$ cat config.mk
export PLATFORM = sky130hd
export DESIGN_NAME = sa_sched
export DESIGN_NICKNAME = d
export VERILOG_FILES = /design/src/rtl/sa_sched_pkg.sv /design/src/rtl/sa_sched_skew_line.sv /design/src/rtl/sa_sched.sv
export SDC_FILE = /design/constraint.sdc
export NUM_CORES = 1
export LEC_CHECK = 0
export CAP_MARGIN = 30
export CORE_MARGIN = 4
export CORE_UTILIZATION = 50
export CTS_BUF_LIST = sky130_fd_sc_hd__clkbuf_2
export CTS_CLUSTER_SIZE = 30
export DETAILED_ROUTE_END_ITERATION = 6
export GPL_TIMING_DRIVEN = 0
export PLACE_DENSITY = 0.83
export SLEW_MARGIN = 20
export SYNTH_ARGS = -nofsm -noshare
export SYNTH_HDL_FRONTEND = slang
export SYNTH_HIERARCHICAL = 1
export SYNTH_SLANG_ARGS = --single-unit
$ cat constraint.sdc
create_clock -name clk_i -period 8.85 [get_ports clk_i]
set_input_delay 2.655 -clock clk_i [delete_from_list [all_inputs] [get_ports clk_i]]
set_output_delay 2.655 -clock clk_i [all_outputs]
set_load 0.1 [all_outputs]
$ cat src/rtl/sa_sched_pkg.sv
// Shared definitions for the systolic-array sequencer: array geometry,
// data/index widths, fixed-point format and the sequencer state encoding.
package sa_sched_pkg;

  localparam int unsigned N    = 4;               // lanes per array edge
  localparam int unsigned DW   = 16;              // data width per lane
  localparam int unsigned KW   = 8;               // accumulation-depth width
  localparam int unsigned RW   = 2;               // result-row index width
  localparam int unsigned FRAC = 8;               // fraction bits of the PE data
  localparam int unsigned FW   = $clog2(2 * N);   // flush counter width

  typedef enum logic [2:0] {
    ST_IDLE,
    ST_FEED,
    ST_FLUSH,
    ST_DRAIN,
    ST_DONE
  } state_t;

  // States in which a job is considered in progress
  function automatic logic is_busy(input state_t s);
    return (s == ST_FEED) || (s == ST_FLUSH) || (s == ST_DRAIN);
  endfunction

endpackage

$ cat src/rtl/sa_sched_skew_line.sv
// Per-lane delay chain: lane i is delayed i+1 cycles. When vld_i is low
// the lane inputs are replaced by zero so idle cycles inject zero bubbles.
module skew_line
  import sa_sched_pkg::*;
#(
  parameter int unsigned LANES = N,
  parameter int unsigned WIDTH = DW
) (
  input  logic                   clk_i,
  input  logic                   rst_i,
  input  logic                   vld_i,
  input  logic [LANES*WIDTH-1:0] vec_i,
  output logic [LANES*WIDTH-1:0] vec_o
);

  logic [LANES*WIDTH-1:0] w_in;

  assign w_in = vld_i ? vec_i : '0;

  for (genvar gi = 0; gi < LANES; gi++) begin : g_lane
    logic [WIDTH-1:0] r_sh [0:gi];

    // Shift register of depth gi+1 for this lane
    always_ff @(posedge clk_i or posedge rst_i) begin
      if (rst_i) begin
        for (int d = 0; d <= gi; d++) r_sh[d] <= '0;
      end else begin
        r_sh[0] <= w_in[gi*WIDTH +: WIDTH];
        for (int d = 1; d <= gi; d++) r_sh[d] <= r_sh[d-1];
      end
    end

    assign vec_o[gi*WIDTH +: WIDTH] = r_sh[gi];
  end

endmodule

$ cat src/rtl/sa_sched.sv
// Systolic-array job sequencer: feeds K operand vectors through skew lines,
// issues the accumulator clear, waits out the pipeline and drains N result
// rows over valid/ready. Optional macro SA_SCHED_PERF_EN enables the
// per-job cycle counter on perf_cycles_o.
module sa_sched
  import sa_sched_pkg::*;
(
  input  logic              clk_i,
  input  logic              rst_i,
  input  logic              start_i,
  input  logic [KW-1:0]     k_len_i,
  output logic              busy_o,
  output logic              done_o,
  output logic              rd_en_o,
  output logic [KW-1:0]     rd_k_o,
  input  logic [N*DW-1:0]   a_vec_i,
  input  logic [N*DW-1:0]   b_vec_i,
  output logic [N*DW-1:0]   srca_o,
  output logic [N*DW-1:0]   srcb_o,
  output logic              clr_o,
  output logic              res_valid_o,
  input  logic              res_ready_i,
  output logic [RW-1:0]     res_row_o,
  output logic [31:0]       perf_cycles_o
);

  state_t          r_state, w_state_nxt;
  logic [KW-1:0]   r_klen, w_klen_nxt;
  logic [KW-1:0]   r_k, w_k_nxt;
  logic [FW-1:0]   r_fcnt, w_fcnt_nxt;
  logic [RW-1:0]   r_row, w_row_nxt;
  logic            r_busy, r_done, r_rd_en, r_clr, r_res_valid;
  logic            w_clr_nxt;
  logic            w_hs;

  assign w_hs = r_res_valid & res_ready_i;

  // State register
  always_ff @(posedge clk_i or posedge rst_i) begin
    if (rst_i) r_state <= ST_IDLE;
    else       r_state <= w_state_nxt;
  end

  // Next-state and counter update logic
  always_comb begin
    w_state_nxt = r_state;
    w_klen_nxt  = r_klen;
    w_k_nxt     = '0;
    w_fcnt_nxt  = '0;
    w_row_nxt   = '0;
    w_clr_nxt   = (r_state == ST_FEED) && (r_k == '0);
    unique case (r_state)
      ST_IDLE: begin
        if (start_i && (k_len_i != '0)) begin
          w_klen_nxt  = k_len_i;
          w_state_nxt = ST_FEED;
        end
      end
      ST_FEED: begin
        if (r_k == r_klen - KW'(1)) w_state_nxt = ST_FLUSH;
        else                        w_k_nxt     = r_k + KW'(1);
      end
      ST_FLUSH: begin
        if (r_fcnt == FW'(2 * N - 1)) w_state_nxt = ST_DRAIN;
        else                          w_fcnt_nxt  = r_fcnt + FW'(1);
      end
      ST_DRAIN: begin
        w_row_nxt = r_row;
        if (w_hs) begin
          if (r_row == RW'(N - 1)) begin
            w_row_nxt   = '0;
            w_state_nxt = ST_DONE;
          end else begin
            w_row_nxt = r_row + RW'(1);
          end
        end
      end
      ST_DONE:  w_state_nxt = ST_IDLE;
      default:  w_state_nxt = ST_IDLE;
    endcase
  end

  // Counters and registered outputs, decoded from the upcoming state
  always_ff @(posedge clk_i or posedge rst_i) begin
    if (rst_i) begin
      r_klen      <= '0;
      r_k         <= '0;
      r_fcnt      <= '0;
      r_row       <= '0;
      r_busy      <= 1'b0;
      r_done      <= 1'b0;
      r_rd_en     <= 1'b0;
      r_clr       <= 1'b0;
      r_res_valid <= 1'b0;
    end else begin
      r_klen      <= w_klen_nxt;
      r_k         <= w_k_nxt;
      r_fcnt      <= w_fcnt_nxt;
      r_row       <= w_row_nxt;
      r_busy      <= is_busy(w_state_nxt);
      r_done      <= (w_state_nxt == ST_DONE);
      r_rd_en     <= (w_state_nxt == ST_FEED);
      r_clr       <= w_clr_nxt;
      r_res_valid <= (w_state_nxt == ST_DRAIN);
    end
  end

  assign busy_o      = r_busy;
  assign done_o      = r_done;
  assign rd_en_o     = r_rd_en;
  assign rd_k_o      = r_k;
  assign clr_o       = r_clr;
  assign res_valid_o = r_res_valid;
  assign res_row_o   = r_row;

  skew_line #(.LANES(N), .WIDTH(DW)) u_skew_a (
    .clk_i (clk_i),
    .rst_i (rst_i),
    .vld_i (r_rd_en),
    .vec_i (a_vec_i),
    .vec_o (srca_o)
  );

  skew_line #(.LANES(N), .WIDTH(DW)) u_skew_b (
    .clk_i (clk_i),
    .rst_i (rst_i),
    .vld_i (r_rd_en),
    .vec_i (b_vec_i),
    .vec_o (srcb_o)
  );

`ifdef SA_SCHED_PERF_EN
  logic [31:0] r_perf;

  // Job cycle counter: cleared on acceptance, counts every non-idle cycle
  always_ff @(posedge clk_i or posedge rst_i) begin
    if (rst_i)                                           r_perf <= '0;
    else if (r_state == ST_IDLE && w_state_nxt == ST_FEED) r_perf <= '0;
    else if (r_state != ST_IDLE)                         r_perf <= r_perf + 32'd1;
  end

  assign perf_cycles_o = r_perf;
`else
  assign perf_cycles_o = '0;
`endif

endmodule

# Word-level counts from Yosys, hierarchy flattened
# Index checks and enable logic that the tools add are counted.
[op_classes]
n_addsub = 4
eq_ne = 11
mux = 15
bitwise_logic = 1
n_reduce_logical = 8
[op_table]
columns = ["op", "count"]
rows = [
  ["64-bit 2-to-1 mux", 2],
  ["3-bit 2-to-1 mux", 7],
  ["8-bit 2-to-1 mux", 2],
  ["3-bit by 2-bit == test with 1-bit output (second input constant)", 4],
  ["3-bit case mux with 4 select lines", 1],
  ["8-bit by 1-bit adder with 8-bit output (second input constant)", 1],
  ["8-bit == test", 1],
  ["8-bit logical NOT", 1],
  ["8-bit nonzero test", 1],
  ["8-bit by 1-bit subtractor with 8-bit output (second input constant)", 1],
  ["3-bit by 1-bit == test with 1-bit output (second input constant)", 2],
  ["3-bit == test (second input constant)", 2],
  ["2-bit 2-to-1 mux", 3],
  ["3-bit by 1-bit adder with 3-bit output (second input constant)", 1],
  ["3-bit logical NOT", 1],
  ["2-bit by 1-bit adder with 2-bit output (second input constant)", 1],
  ["2-bit == test (second input constant)", 1],
  ["1-bit logical AND", 2],
  ["1-bit logical OR", 2],
  ["2-bit inequality test (second input constant)", 1],
  ["2-bit AND reduction", 1],
  ["1-bit AND", 1],
]
[word_totals]
ff_bits = 349
elab_cells = 69

# Depth between registers and ports, before layout
[depth]
depth_word = 7
ltp_mapped = 9
depth_no_buf = 8

# Hierarchy
# The synthesis kept the hierarchy.
[modules_own_cells]
columns = ["mod", "n_inst", "cells_per_inst", "area_per_inst_um2"]
rows = [
  ["skew_line", 2, 279, 4878.4],
  ["sa_sched", 1, 178, 1710.4],
]

# Worst setup path before layout
# No wires, ideal clock.
[synth_timing]
path_kind = "input port to flip-flop"
startpoint = "input k_len_i[7]"
endpoint = "register r_busy (netlist: busy_o)"
arrival_ns = 3.760
t_required_ns = 8.723
setup_slack_ns = 4.963
path_stages = 6
n_path_buf = 2
path_cell_list = "nor4_1 nand2_1 and4_1 clkbuf_1 clkbuf_1 or2_2"
[synth_via]
elab_chain_cells = 7
[synth_rtl]
columns = ["element", "line", "source"]
rows = [
  ["start, declared", "sa_sched.sv:11", "input logic [KW-1:0] k_len_i,"],
  ["8-bit nonzero test (*)", "sa_sched.sv:54", "if (start_i && (k_len_i != '0)) begin"],
  ["1-bit logical AND (*)", "sa_sched.sv:54", ""],
  ["3-bit 2-to-1 mux (*)", "sa_sched.sv:54", ""],
  ["3-bit case mux with 4 select lines (*)", "sa_sched.sv:52", "unique case (r_state)"],
  ["3-bit by 1-bit == test with 1-bit output / 3-bit by 2-bit == test with 1-bit output (equally long branches)", "sa_sched_pkg.sv:22", "return (s == ST_FEED) || (s == ST_FLUSH) || (s == ST_DRAIN);"],
  ["1-bit logical OR", "sa_sched_pkg.sv:22", ""],
  ["1-bit logical OR (*)", "sa_sched_pkg.sv:22", ""],
  ["end signal, assigned", "sa_sched.sv:100", "r_busy <= is_busy(w_state_nxt);"],
  ["end, declared", "sa_sched.sv:32", "logic r_busy, r_done, r_rd_en, r_clr, r_res_valid;"],
]
# Every way passes the cells marked *; elsewhere a longest branch is shown, timed or not.
# A chain may end at the register's enable or synchronous reset.

# Final worst setup path
[layout_timing]
startpoint = "register r_rd_en (netlist: rd_en_o)"
endpoint = "output rd_en_o"
[layout_lines]
columns = ["element", "line", "source"]
rows = [
  ["start, declared", "sa_sched.sv:32", ""],
  ["start signal, assigned", "sa_sched.sv:102", "r_rd_en <= (w_state_nxt == ST_FEED);"],
  ["end, declared", "sa_sched.sv:14", "output logic rd_en_o,"],
]
# No word-level cell between the ends.

==> run_results.csv <==
group,metric,value,unit
floorplan,fp-row-count,55,
global_route,grt_pass1_wl,36400,um
setup_path,cp-start-kind,"flop",
global_route,overflow,0,
setup_path,crit_path_end_kind,"output port",
floorplan,die_w,159,um
setup_path,cp.arrival,2.80,ns
clock_tree,htree_levels,3,
routing,via_per_inst,4.26,
setup_path,critPathMaxStageDelay,1.15,ns
layout,areaGrowthSynthToFinish,37.1,%
placed_design,post_dp_cell_area,15000,um^2
global_route,grt_max_degree,114,
setup_path,critical_path.top_delay_family,"buffers and inverters",
power_and_ir_drop,irDropWorstVdd,0.000203,V
worst_hold_path,hp-class,"reg -> reg",
clock_tree,cts.repair.resized,0,
sta,finalCritPeriodShare,61.7,%
sta,worstMarginPinSlew,1.05,ns
clock_tree,clock_latency,0.79,ns
routing,drt_iter0_markers,170,
logic_synthesis,synth_area,11500,um^2
logic_synthesis,synth-seq-cells,349,
layout,layout.cells.non_filler,1490,
logic_synthesis,synth_warnings,6,
clock_tree,cts_buffers,85,
placed_design,place_congestion,0.809,
sta,fin_ws,3.39,ns
layout,nNetsFinal,1291,
logic_synthesis,ys_top_cells_by_area,"dfrtp_1 (76%), and2_2 (8.4%), buf_4 (8.4%)",
clock_tree,clock_tree.buffer_depth,3,
placed_design,placed_cells,1343,
global_route,grt_util_all_layers,18.3,%
sta,setup-violations-final,0,
flow_run,cap_violations,0,
clock_tree,worst_setup_hold_path_clk_slew,0.09,ns
power_and_ir_drop,power_density,319,nW/um^2
placed_design,place_hpwl,16200,um
routing,drt_wl_total,22600,um
layout,drive_gt1_share,34.7,%
logic_synthesis,synthCells,736,
logic_synthesis,yosys.cell_types.count,36,
clock_tree,tritoncts,"done",
logic_synthesis,ys_seq_area_share,76.2,%
layout,fillers,1562,
setup_path,cp.required,6.20,ns
sta,hold_violations,0,
global_route,grt_antenna_before_repair,2,
global_route,grt_pass1_vias,7037,
routing,drc,0,
sta,rsz0062_at_grt,"false",
setup_path,worst_path_max_delay_cell,"clkdlybuf4s50_1",
routing,drt_first_pass_iters,4,
sta,finalSetupTns,0,ns
layout,mostFrequentLayoutCells,"dfrtp_1 (349), clkdlybuf4s50_1 (282), clkbuf_2 (132)",
floorplan,core,22600,um^2
routing,vias,6352,
clock_tree,numClockSinks,349,
layout,finish.instance_area,15700,um^2
run_status,status,"finished, final reports clean",
routing,final_antenna_net_count,0,
clock_tree,cts_hold_buf,0,
sta,drv_slew,0,
setup_path,path_buf_inv,2,
sta,max_freq,183,MHz
placed_design,io_buffers,282,
placed_design,dp_slack,4.11,ns
clock_tree,clock-root-buffer,"clkbuf_2",
floorplan,die_y,159,um
setup_path,path_cells,"buf_8 -> clkdlybuf4s50_1",
clock_tree,cts_setup_buffers,0,
logic_synthesis,yosysTopAreaCell,"dfrtp_1",
floorplan,initial_utilization,50.8,%
setup_path,worstSetupPathType,"reg -> out",
routing,post_drt_wl_per_cell,15.2,um
sta,slew_headroom,30.1,%
logic_synthesis,avgSynthCellArea,15.6,um^2
logic_synthesis,synth_top_area_share,76.2,%
power_and_ir_drop,p_leak,0.00802,uW
sta,finalClockSkew,0.0671,ns
floorplan,die_area,25400,um^2
sta,holdWs,0.306,ns
setup_path,path_max_fanout,13,
layout,final_common_cell,"dfrtp_1",
sta,period_minus_slack,5.46,ns
floorplan,io_pins,315,
## cell families after synthesis
| group | Yosys count | synth area share [%] |
|---|---|---|
| mux | 5 | 0.491 |
| compound gates | 13 | 0.698 |
| simple gates | 192 | 11.4 |
| xor+xnor | 15 | 1.15 |
| flops | 349 | 76.2 |
| other cells | 1 | 0.0327 |
| fa+ha+maj | 6 | 0.655 |
| buf+inv | 155 | 9.46 |
## metal layers
layer	vias up	part of all wire, %	GRT usage [%]
met2	227	53	32.0
met5	-	0	0
met3	44	5.7	5.85
li1	2991	-	-
met1	3090	39	20.7
met4	0	2.7	7.93
## metrics by stage
stage / utilization [%] / total power [uW]
after floorplan: - / 3600
after global placement: 65.4 / 4040
after detailed placement: 66.5 / 4120
after CTS: 69.6 / 5090
after global routing: 69.6 / 5280
final: 69.7 / 5020
## cells in the mapped netlist, drive strengths merged
cell / count
and4: 1
xnor2: 11
nor2: 19
conb: 1
inv: 10
nor3b: 2
and2: 129
o22ai: 1
or4b: 1
mux2: 5
ha: 6
nand2b: 3
or2: 2
o21ai: 5
clkbuf: 16
nand2: 12
nor4b: 2
nor3: 3
nor4: 6
nand4b: 1
o211ai: 2
xor2: 4
a21o: 1
dfrtp: 349
a21oi: 2
or4bb: 1
nand3: 8
and3: 2
a31o: 1
a211oi: 1
buf: 129
## sequential cells by signal (all words and copies together), names as in the netlist
signal	flops
busy_o	1
clr_o	1
done_o	1
r_fcnt	3
r_klen	8
r_state	3
rd_en_o	1
rd_k_o	8
res_row_o	2
res_valid_o	1
u_skew_a/g_lane.r_sh	112
u_skew_a/vec_o	48
u_skew_b/g_lane.r_sh	112
u_skew_b/vec_o	48
## path summary, 6_finish.rpt
kind / end / slack (ns) / start / depth (start not counted)
max in group asynchronous: u_skew_a/g_lane[3].r_sh[28] / 5.57 / rst_i / 3
min in group asynchronous: u_skew_a/vec_o[61] / 2.42 / rst_i / 2
max reg2reg: rd_en_o / 6.69 / r_klen[0] / 9
max: rd_en_o / 3.39 / rd_en_o / 2
min: u_skew_a/vec_o[57] / 0.31 / u_skew_a/g_lane[3].r_sh[25] / 0
min reg2reg: u_skew_a/vec_o[57] / 0.31 / u_skew_a/g_lane[3].r_sh[25] / 0
## where the power goes
part / switching, uW / total, uW / internal, uW
Sequential: 130 / 2070 / 1940
Combinational: 1410 / 2010 / 599
Clock: 579 / 942 / 363
## worst reg2reg max path, stage by stage, from the launching register on
cell and delay, ns:
dfrtp_1 0.43, inv_1 0.09, ha_1 0.22, nor3b_1 0.27, nand2_1 0.10, xnor2_1 0.14, nor4_1 0.39, a31o_1 0.21
buf_6 0.14, nand2b_1 0.06
## final cells by class
class,instances,area (um^2),area share (%)
timing repair buffer,291,3060,19.5
antenna,2,5.00,0.0318
tap,285,357,2.27
sequential,349,8730,55.6
buffer,145,1050,6.66
inverter,10,52.6,0.334
multi-input combinational,263,1770,11.2
clock inverter,25,103,0.653
clock buffer,120,601,3.82
No activity file was read; power rests on OpenSTA's default activity.
